### config.mk
export PLATFORM = sky130hd
export DESIGN_NAME = ifu_fetch
export DESIGN_NICKNAME = d
export VERILOG_FILES = /design/src/rtl/ifu_fetch.sv
export SDC_FILE = /design/constraint.sdc
export NUM_CORES = 1
export LEC_CHECK = 0
export BUFFER_PORTS_ARGS = -buffer_cell sky130_fd_sc_hd__buf_4
export CAP_MARGIN = 20
export CORE_MARGIN = 3
export CORE_UTILIZATION = 41
export DETAILED_ROUTE_END_ITERATION = 12
export GPL_ROUTABILITY_DRIVEN = 0
export HOLD_SLACK_MARGIN = 0.02
export PLACE_DENSITY = 0.77
export SETUP_SLACK_MARGIN = 0.02
export SYNTH_ARGS = -nofsm -noshare
export SYNTH_HDL_FRONTEND = slang
export SYNTH_SLANG_ARGS = --single-unit
### constraint.sdc
create_clock -name clk -period 2.49 [get_ports clk]
set_input_delay 0 -clock clk [delete_from_list [all_inputs] [get_ports clk]]
set_output_delay 0 -clock clk [all_outputs]
set_load 0.01 [all_outputs]
### src/rtl/ifu_fetch.sv
// Fetch stage: owns the F-stage PC and runs a variable-latency imem req/ack handshake.
// Each fetched word (or an address-error entry) is offered to D over a valid/ready pair.
module ifu_fetch #(
    parameter logic [31:0] PC_RESET = 32'h0000_3000,
    parameter logic [31:0] IMEM_LO  = 32'h0000_3000,
    parameter logic [31:0] IMEM_HI  = 32'h0000_6FFC
) (
    input  logic        clk,
    input  logic        reset,
    input  logic [31:0] npc,
    input  logic        D_ready,
    input  logic        imem_ack,
    input  logic [31:0] imem_rdata,
    output logic        imem_req,
    output logic [31:0] imem_addr,
    output logic [31:0] F_PC,
    output logic [31:0] F_instr,
    output logic        F_valid,
    output logic        F_adel,
    output logic [31:0] fetch_cnt
);

    typedef enum logic [1:0] {
        FETCH = 2'd0,
        VALID = 2'd1,
        ERR   = 2'd2
    } state_t;

    state_t      state;
    state_t      state_next;
    logic [31:0] pc;
    logic [31:0] pc_next;
    logic [31:0] instr_next;
    logic        adel_next;
    logic [31:0] cnt_next;
    logic        npc_bad;

    assign npc_bad = (npc[1:0] != 2'b00) || (npc < IMEM_LO) || (npc > IMEM_HI);

    always_comb begin
        state_next = state;
        pc_next    = pc;
        instr_next = F_instr;
        adel_next  = F_adel;
        cnt_next   = fetch_cnt;
        case (state)
            FETCH: begin
                if (imem_ack) begin
                    instr_next = imem_rdata;
                    adel_next  = 1'b0;
                    state_next = VALID;
                end
            end
            VALID, ERR: begin
                // A handoff consumes npc; a bad target becomes an ERR entry instead of a request.
                if (D_ready) begin
                    cnt_next = fetch_cnt + 32'd1;
                    pc_next  = npc;
                    if (npc_bad) begin
                        state_next = ERR;
                        instr_next = 32'd0;
                        adel_next  = 1'b1;
                    end else begin
                        state_next = FETCH;
                        adel_next  = 1'b0;
                    end
                end
            end
            default: begin
                state_next = FETCH;
            end
        endcase
    end

    always_ff @(posedge clk) begin
        if (!reset) begin
            state     <= FETCH;
            pc        <= PC_RESET;
            F_instr   <= 32'd0;
            F_adel    <= 1'b0;
            fetch_cnt <= 32'd0;
        end else begin
            state     <= state_next;
            pc        <= pc_next;
            F_instr   <= instr_next;
            F_adel    <= adel_next;
            fetch_cnt <= cnt_next;
        end
    end

    assign imem_req  = reset && (state == FETCH);
    assign F_valid   = (state == VALID) || (state == ERR);
    assign imem_addr = pc;
    assign F_PC      = pc;

endmodule

; ---- Word level (Yosys, flattened, before mapping)
; Cells that the tools add are included.
[word_totals]
regBits = 99
input_bits = 68
out_inout_bits = 131
[op_classes]
n_addsub = 1
order_cmp = 2
muxes = 12
eq_ne = 5
n_reduce_logical = 12
[ops]
columns = operator, count
row1 = $mux 32, 3
row2 = $pmux 32 s2, 1
row3 = $add 32x1->32 const B, 1
row4 = $gt 32x15->1 const B, 1
row5 = $lt 32x14->1 const B, 1
row6 = $mux 2, 3
row7 = $ne 2x2->1 const B, 3
row8 = $pmux 2 s2, 1
row9 = $reduce_and 2->1, 2
row10 = $reduce_and 4->1, 1
row11 = $reduce_bool 2->1, 2
row12 = $logic_or 1x1->1, 3
row13 = $mux 1, 3
row14 = $reduce_and 3->1, 1
row15 = $eq 2x1->1 const B, 1
row16 = $eq 2x2->1 const B, 1
row17 = $logic_not 2->1, 1
row18 = $pmux 1 s2, 1
row19 = $reduce_or 2->1, 1
row20 = $logic_and 1x1->1, 1

; ---- Longest topological paths before layout
; Gate-level depths: netlist of run 1.
[depth]
word_depth = 6
depth_mapped = 10

; ---- Worst setup path after synthesis of run 1
; No wires, ideal clock.
[synth_path]
path_type = flip-flop to flip-flop
startpoint = reg state[0]
endpoint = reg fetch_cnt[28]
slack_ns = 0.043
arrival_ns = 2.376
setup_ns = 0.070
stages_incl_launch_ff = 11
period_less_slack_ns = 2.447
cell_sequence = dfxtp_1 > inv_1 > ha_1 > clkbuf_1 > and2_1 > clkbuf_1 > nand2_1 > or4_1 > buf_2 > or3_1 > a21oi_1
[synth_between]
elab_chain_cells = 3
elab_cells_between_ends = 4
[synth_lines]
columns = item, line
row1 = start: declaration, 29  ; state_t state;
row2 = start signal: assignment, 83  ; state <= state_next;
row3 = $eq 2x1->1 or $eq 2x2->1 (tied branches), 46  ; case (state)
row4 = $reduce_or 2->1 (*), 46
row5 = $reduce_and 2->1 (no line) (*), --
row6 = end signal: assignment, 87  ; fetch_cnt <= cnt_next;
row7 = end: declaration, 20  ; output logic [31:0] fetch_cnt
; Mark *: on every way between the ends. The rest lies on a longest branch, timed or not.
; A chain may end at the register's enable or synchronous reset.

; ---- Worst setup path after layout of run 1
[layout_path]
startpoint = reg fetch_cnt[14]
endpoint = reg fetch_cnt[28]
[layout_between]
elab_chain_cells = 1
[layout_lines]
columns = item, line
row1 = $add 32x1->32, 57  ; cnt_next = fetch_cnt + 32'd1;
; Every way passes these cells.

==> run summary, run 1 <==
Max Clk Rate = 431 MHz
Synth cell count leaders = dfxtp_1, nand2_1, nor2_1
Worst skew pair latency = 0.35 ns
Slew headroom = 64.0%
Hold Path Depth = 3
Most frequent cell after synthesis = dfxtp_1
Clock slew at reported path FFs = 0.10 ns
Setup crit start kind = flop
RSZ-0062 raised after global routing = yes
EDFF count, synth = 0
Pwr Total = 3.58 mW
Sequential Area = 1980 um^2
Met1 Wirelength = 5080 um
Wire per inst = 15.1 um
Reg2Reg Depth = 5
Post-layout util = 66.9%
Final worst-path cycle share = 93.2%
Drt total wl = 12800 um
Final min period = 2.32 ns
Detail Placement HPWL = 8270 um
Setup ws final = 0.169 ns
Top_reg_cell synth = dfxtp_1
Postcts setup bufs = 0
CP most frequent cell = or4_1
Clk_skew = 0.0163 ns
Average cell area after synthesis = 8.34 um^2
Area delta synth->final = 55.7%
DRT Pass-1 Iters = 5
CP Cell Sequence = nand3_2, or4_1, or4_1, or3_1, a21oi_1
Number of synthesized register bits = 99
Pre-CTS setup slack = 0.166 ns
Least-Margin Pin Slew = 0.540 ns
Setup-failing EPs final = 0
Hold path endpoint = state[0]
Remaining Overflow, GRT = 0
R2r setup slk = 0.17 ns
WL met3 = 1190 um
Fin. Hold Viols = 0
Hold Path Origin = D_ready
Detail Route Antenna Nets = 0
Ports = 199
Crit-path leading delay family = simple AND/OR/NAND/NOR gates
Worst r2r src = fetch_cnt[14]
Syn Nets = 555
Core area = 9420 um^2
Vias in the first global route = 4189
Global-route wire length before repair = 20500 um
Largest net degree at the start of global routing = 37
Hold Crit Class = in2reg
Share of cells above drive strength 1 = 32.3%
CTS Buffer Depth = 2
Leakage = 2.68 nW
Crit path depth = 5
Fillers = 724
Post-synth ARST share = 0%
Syn Inst Count = 485
ANT cells = 0
VDD IR max = 0.309 mV
Die Y-Extent = 105 um
Top cells by area, synth = dfxtp_1, nand2_1, a22oi_1, buf_4, a21oi_1
Initial drt markers = 262
Die width = 105 um
Slowest cell on the critical path = or4_1
CTS tree = built
TNS Setup = 0 ns
Total of max-cap violations = 0
CP required = 2.78 ns
Sequential area share after synthesis = 49.0%
DRC = 0
TritonCTS buffer count = 9
Outcome = completed
Critical path's largest stage delay = 0.64 ns
Vias = 4245
Critical path class = reg2reg
PortBufs = 198
Yosys Warn Count = 0
Clock root buffer = clkbuf_8
Starting Density = 43.0%
H-tree lvl count = 3
Nature of the critical path endpoint = flop
Area of the multi-input gates = 1680 um^2
Die area = 11100 um^2
Slew Limit Fails = 0
Cell Rows = 35
Total track usage = 22.3%
Worst Path Arrival = 2.61 ns
Area share of the largest cell type after synthesis = 49.0%
Vias per inst = 5.03
Net count reported at finish = 780
CTS Sinks = 99
Cell taking the most area after synthesis = dfxtp_1
PD cells = 568 nW/um^2
Top routing layer used = met4
Netlist Area Pre-Place = 4040 um^2
CP Max Fanout = 8
RR Endpoint = fetch_cnt[28]
Initial antenna violation count = 0
Cell variety after synth = 38
Buf/Inv on CP = 0
Routed wl met2 = 6210 um
routing by layer:
metal  global-route usage [%]  vias to the layer above
li1                         -                     2062
met1                     26.1                     1954
met2                     38.9                      205
met3                     6.25                       24
met4                     7.87                        0
met5                        0                        -
repair_timing:
item                                   CTS  global route
setup endpoints to repair                0             4
hold buffers                            68             0
endpoints found under the hold margin   66             0
resized for setup                        0             1
cell type report:
type | count | area share, %
Inverter | 12 | 0.716
Tap cell | 129 | 2.56
Sequential cell | 99 | 31.5
Clock inverter | 5 | 0.616
Timing Repair Buffer | 275 | 35.7
Multi-Input combinational cell | 313 | 26.7
Clock buffer | 11 | 2.25
worst max-delay path by stage:
stage,from,to,slack (ns)
finish,fetch_cnt[14],fetch_cnt[28],0.17
global route,fetch_cnt[15],fetch_cnt[30],0.009
CTS,fetch_cnt[14],fetch_cnt[25],0.13
detailed placement,fetch_cnt[14],fetch_cnt[29],0.17
global placement,fetch_cnt[14],fetch_cnt[25],0.23
floorplan,state[0],fetch_cnt[28],0.04
cells in the final DEF, fill, tap and decap left out, types with 2 or more instances in the layout:
cell and n:
buf_4 206, o21ai_0 13, clkbuf_8 10, and2_1 2, and4_1 2, or4_1 2
dlygate4sd3_1 68, a22oi_1 32, nand2_1 82, ha_1 2, nand2b_1 3, nor4_1 9
or3_1 13, nand4_1 7, nand3_1 11, clkinv_4 3, xor2_1 6, nor2_1 52
nor3_1 4, dfxtp_1 99, inv_1 11, xnor2_1 12, a21oi_1 47
worst register-to-register path: cells and delay by family, from the launching register on:
family	cells	cell delay, ns
AND/OR/NAND/NOR	4	1.69
flip-flops	1	0.43
AO/OA/AOI/OAI	1	0.14
sequential cells by signal, summed over array words and instances (netlist names):
| register | flops |
|---|---|
| fetch_cnt | 32 |
| state | 2 |
| F_adel | 1 |
| F_PC | 32 |
| F_instr | 32 |
where the power goes:
group	switching [mW]	internal [mW]
Sequential	0.0759	1.69
Combinational	0.424	0.443
Clock	0.547	0.395
logic make-up after synthesis:
| group | count (synthesis) | share of synthesized area (%) |
|---|---|---|
| xor+xnor | 18 | 3.90 |
| fa+ha+maj | 2 | 0.619 |
| flops | 99 | 49.0 |
| mux | 1 | 0.248 |
| buf+inv | 73 | 9.81 |
| compound gates | 97 | 14.4 |
| simple gates | 195 | 22.0 |
stage by stage:
stage               hold slack [ns]  cells  area [um^2]
finish                        0.103    844         6290
global route                  0.146    844         6290
CTS                          0.0785    844         6290
detailed placement            0.234    760         5430
global placement              0.221    760         5430
floorplan                    0.0718    485         4040
Power figures use the tool's default switching activity.
==> inputs of run 2 (changes only) <==
--- a/config.mk
+++ b/config.mk
@@ -5,14 +5,15 @@
 export SDC_FILE = /design/constraint.sdc
 export NUM_CORES = 1
 export LEC_CHECK = 0
+export ABC_AREA = 1
 export BUFFER_PORTS_ARGS = -buffer_cell sky130_fd_sc_hd__buf_4
 export CAP_MARGIN = 20
 export CORE_MARGIN = 3
-export CORE_UTILIZATION = 41
+export CORE_UTILIZATION = 44
 export DETAILED_ROUTE_END_ITERATION = 12
 export GPL_ROUTABILITY_DRIVEN = 0
 export HOLD_SLACK_MARGIN = 0.02
-export PLACE_DENSITY = 0.77
+export PLACE_DENSITY = 0.79
 export SETUP_SLACK_MARGIN = 0.02
 export SYNTH_ARGS = -nofsm -noshare
 export SYNTH_HDL_FRONTEND = slang
==> run summary, run 2 <==
Leakage = 3.45 nW
Total of max-cap violations = 0
Setup-failing EPs final = 0
Area of the multi-input gates = 2250 um^2
CTS resizes = 0
Switching share of power = 34.1%
Largest net degree at the start of global routing = 53
DRC = 0
CTS tree = built
Final instance area = 7160 um^2
Hold path endpoint = F_instr[26]
Net count reported at finish = 1050
Clock slew at reported path FFs = 0.07 ns
Setup crit start kind = flop
Max Clk Rate = 484 MHz
H-tree lvl count = 3
Drt total wl = 14600 um
Clk_skew = 0.0141 ns
Core area = 10900 um^2
Outcome = completed
Final min period = 2.07 ns
Die area = 12600 um^2
NetSw = 1.81 mW
Initial drt markers = 253
Clock power share = 26.1%
Ports = 199
Combinational power share = 35.5%
Vias = 5274
Cell Rows = 38
Slew Limit Fails = 0
Buf/Inv on CP = 4
Post-layout util = 65.4%
TritonCTS buffer count = 9
Share of cells above drive strength 1 = 24.7%
Most frequent cell after synthesis = nor2_1
Syn Inst Count = 769
Least-Margin Pin Slew = 0.613 ns
CP Cell Sequence = inv_1, ha_1, buf_4, nand4_1, buf_4, nand2_2, buf_12, nand2_1, nand2_1, nor2_1
Critical path class = reg2reg
VDD IR max = 0.423 mV
PD cells = 743 nW/um^2
Pre-CTS setup slack = 0.456 ns
Crit path from = state[0]
Initial antenna violation count = 0
Final worst-path cycle share = 82.9%
CP required = 2.72 ns
Fin. Hold Viols = 0
Critical path's largest stage delay = 0.39 ns
Top_reg_cell synth = dfxtp_1
CTS Buffer Depth = 2
Vias in the first global route = 5053
EDFF count, synth = 0
Starting Density = 45.4%
Global-route wire length before repair = 23700 um
Fillers = 968
Most common cell after layout, fill and taps aside = nor2_1
Setup ws final = 0.425 ns
CTS Sinks = 99
Die width = 112 um
Vias per inst = 4.69
Flop pwr share = 38.4%
Slowest cell on the critical path = ha_1
R2r setup slk = 0.42 ns
Area share of the largest cell type after synthesis = 39.9%
Worst skew pair latency = 0.34 ns
Pwr Total = 5.32 mW
Average cell area after synthesis = 6.45 um^2
Die Y-Extent = 112 um
Area delta synth->final = 44.2%
RR Endpoint = F_instr[12]
Top cells by area, synth = dfxtp_1, nor2_1, nand2_1, inv_1, buf_4
Nature of the critical path endpoint = flop
RSZ-0062 raised after global routing = no
Total track usage = 22.7%
CP Max Fanout = 52
Synth cell count leaders = nor2_1, nand2_1, dfxtp_1
Worst r2r src = state[0]
Non-filler instance count after layout = 1124
Post-synth ARST share = 0%
Sequential Area = 1980 um^2
P_int = 3.51 mW
Clock root buffer = clkbuf_16
Hold Path Depth = 5
Hold Path Origin = imem_rdata[26]
Cell taking the most area after synthesis = dfxtp_1
Netlist Area Pre-Place = 4960 um^2
Placed Cells = 1053
PortBufs = 198
Hold WS = 0.0266 ns
DRT Pass-1 Iters = 5
Cell variety after synth = 33
Detail Placement HPWL = 9940 um
Worst Path Arrival = 2.29 ns
Reg2Reg Depth = 10
Remaining Overflow, GRT = 0
Wire per inst = 13.0 um
ANT cells = 0
Crit-path leading delay family = buffers and inverters
Number of synthesized register bits = 99
Area post-placement = 6300 um^2
Yosys Warn Count = 0
Slew headroom = 58.9%
Sequential area share after synthesis = 39.9%
Hold Crit Class = in2reg
TNS Setup = 0 ns
Syn Nets = 839
Most frequent cells in the layout = nor2_1, buf_4, nand2_1, dfxtp_1, inv_1
Detail Route Antenna Nets = 0
[run 2: changes by cell type after synthesis, moves of 9 or more]
cell | before | now
nor4_1 | 9 | 0
a22oi_1 | 32 | 0
xnor2_1 | 12 | 0
nor2_1 | 53 | 212
inv_1 | 11 | 91
a21oi_1 | 47 | 26
nand3_1 | 11 | 25
clkbuf_1 | 24 | 12
o21ai_0 | 13 | 40
or3_1 | 13 | 0
nand2_1 | 82 | 171
[run 2: worst reg2reg max path, cell delays in order, from the launching register on]
cell,delay (ns)
dfxtp_1,0.34
inv_1,0.05
ha_1,0.39
buf_4,0.33
nand4_1,0.13
buf_4,0.20
nand2_2,0.09
buf_12,0.22
nand2_1,0.10
nand2_1,0.08
nor2_1,0.05
[run 2: final cells by class]
type / instances / area share [%]
clock buffers: 9 / 3.15
clock inverters: 6 / 0.927
inverters: 95 / 4.98
multi-input cells: 515 / 31.4
flip-flops and latches: 99 / 27.7
well taps: 140 / 2.45
repair buffers: 260 / 29.4
[run 2: logic make-up after synthesis]
group / Yosys count / synth area share, %
buf+inv: 155 / 14.8
compound gates: 72 / 7.61
xor+xnor: 5 / 0.882
fa+ha+maj: 2 / 0.504
simple gates: 436 / 36.2
flops: 99 / 39.9
[run 2: layer usage]
metal	global-route usage [%]	wire length, um	vias to the layer above	share of wire (%)
li1	-	-	2720	-
met1	26.0	5940	2334	41
met2	41.5	7360	181	50
met3	5.34	981	39	6.7
met4	6.97	332	0	2.3
met5	0	0	-	0
[run 2: worst max-delay path by stage]
stage | endpoint | slack, ns | depth (start not counted)
after floorplan | F_instr[18] | 0.81 | 12
after global placement | F_instr[2] | 0.50 | 10
after detailed placement | F_instr[9] | 0.46 | 10
after CTS | F_instr[19] | 0.44 | 10
after global routing | F_instr[12] | 0.24 | 10
final | F_instr[12] | 0.42 | 10
[run 2: repair_timing]
item	CTS	global route
buffers inserted	0	0
endpoints found under the hold margin	56	0
hold buffers	56	0
[run 2: power by group through the flow]
stage / registers [mW] / clock network [mW] / logic [mW]
6_report: 2.04 / 1.39 / 1.89
5_1_grt: 2.07 / 1.48 / 2.11
4_1_cts: 2.04 / 1.41 / 1.88
3_5_place_dp: 2.07 / 0 / 1.80
3_3_place_gp: 2.06 / 0 / 1.77
2_1_floorplan: 2.16 / 0 / 1.03
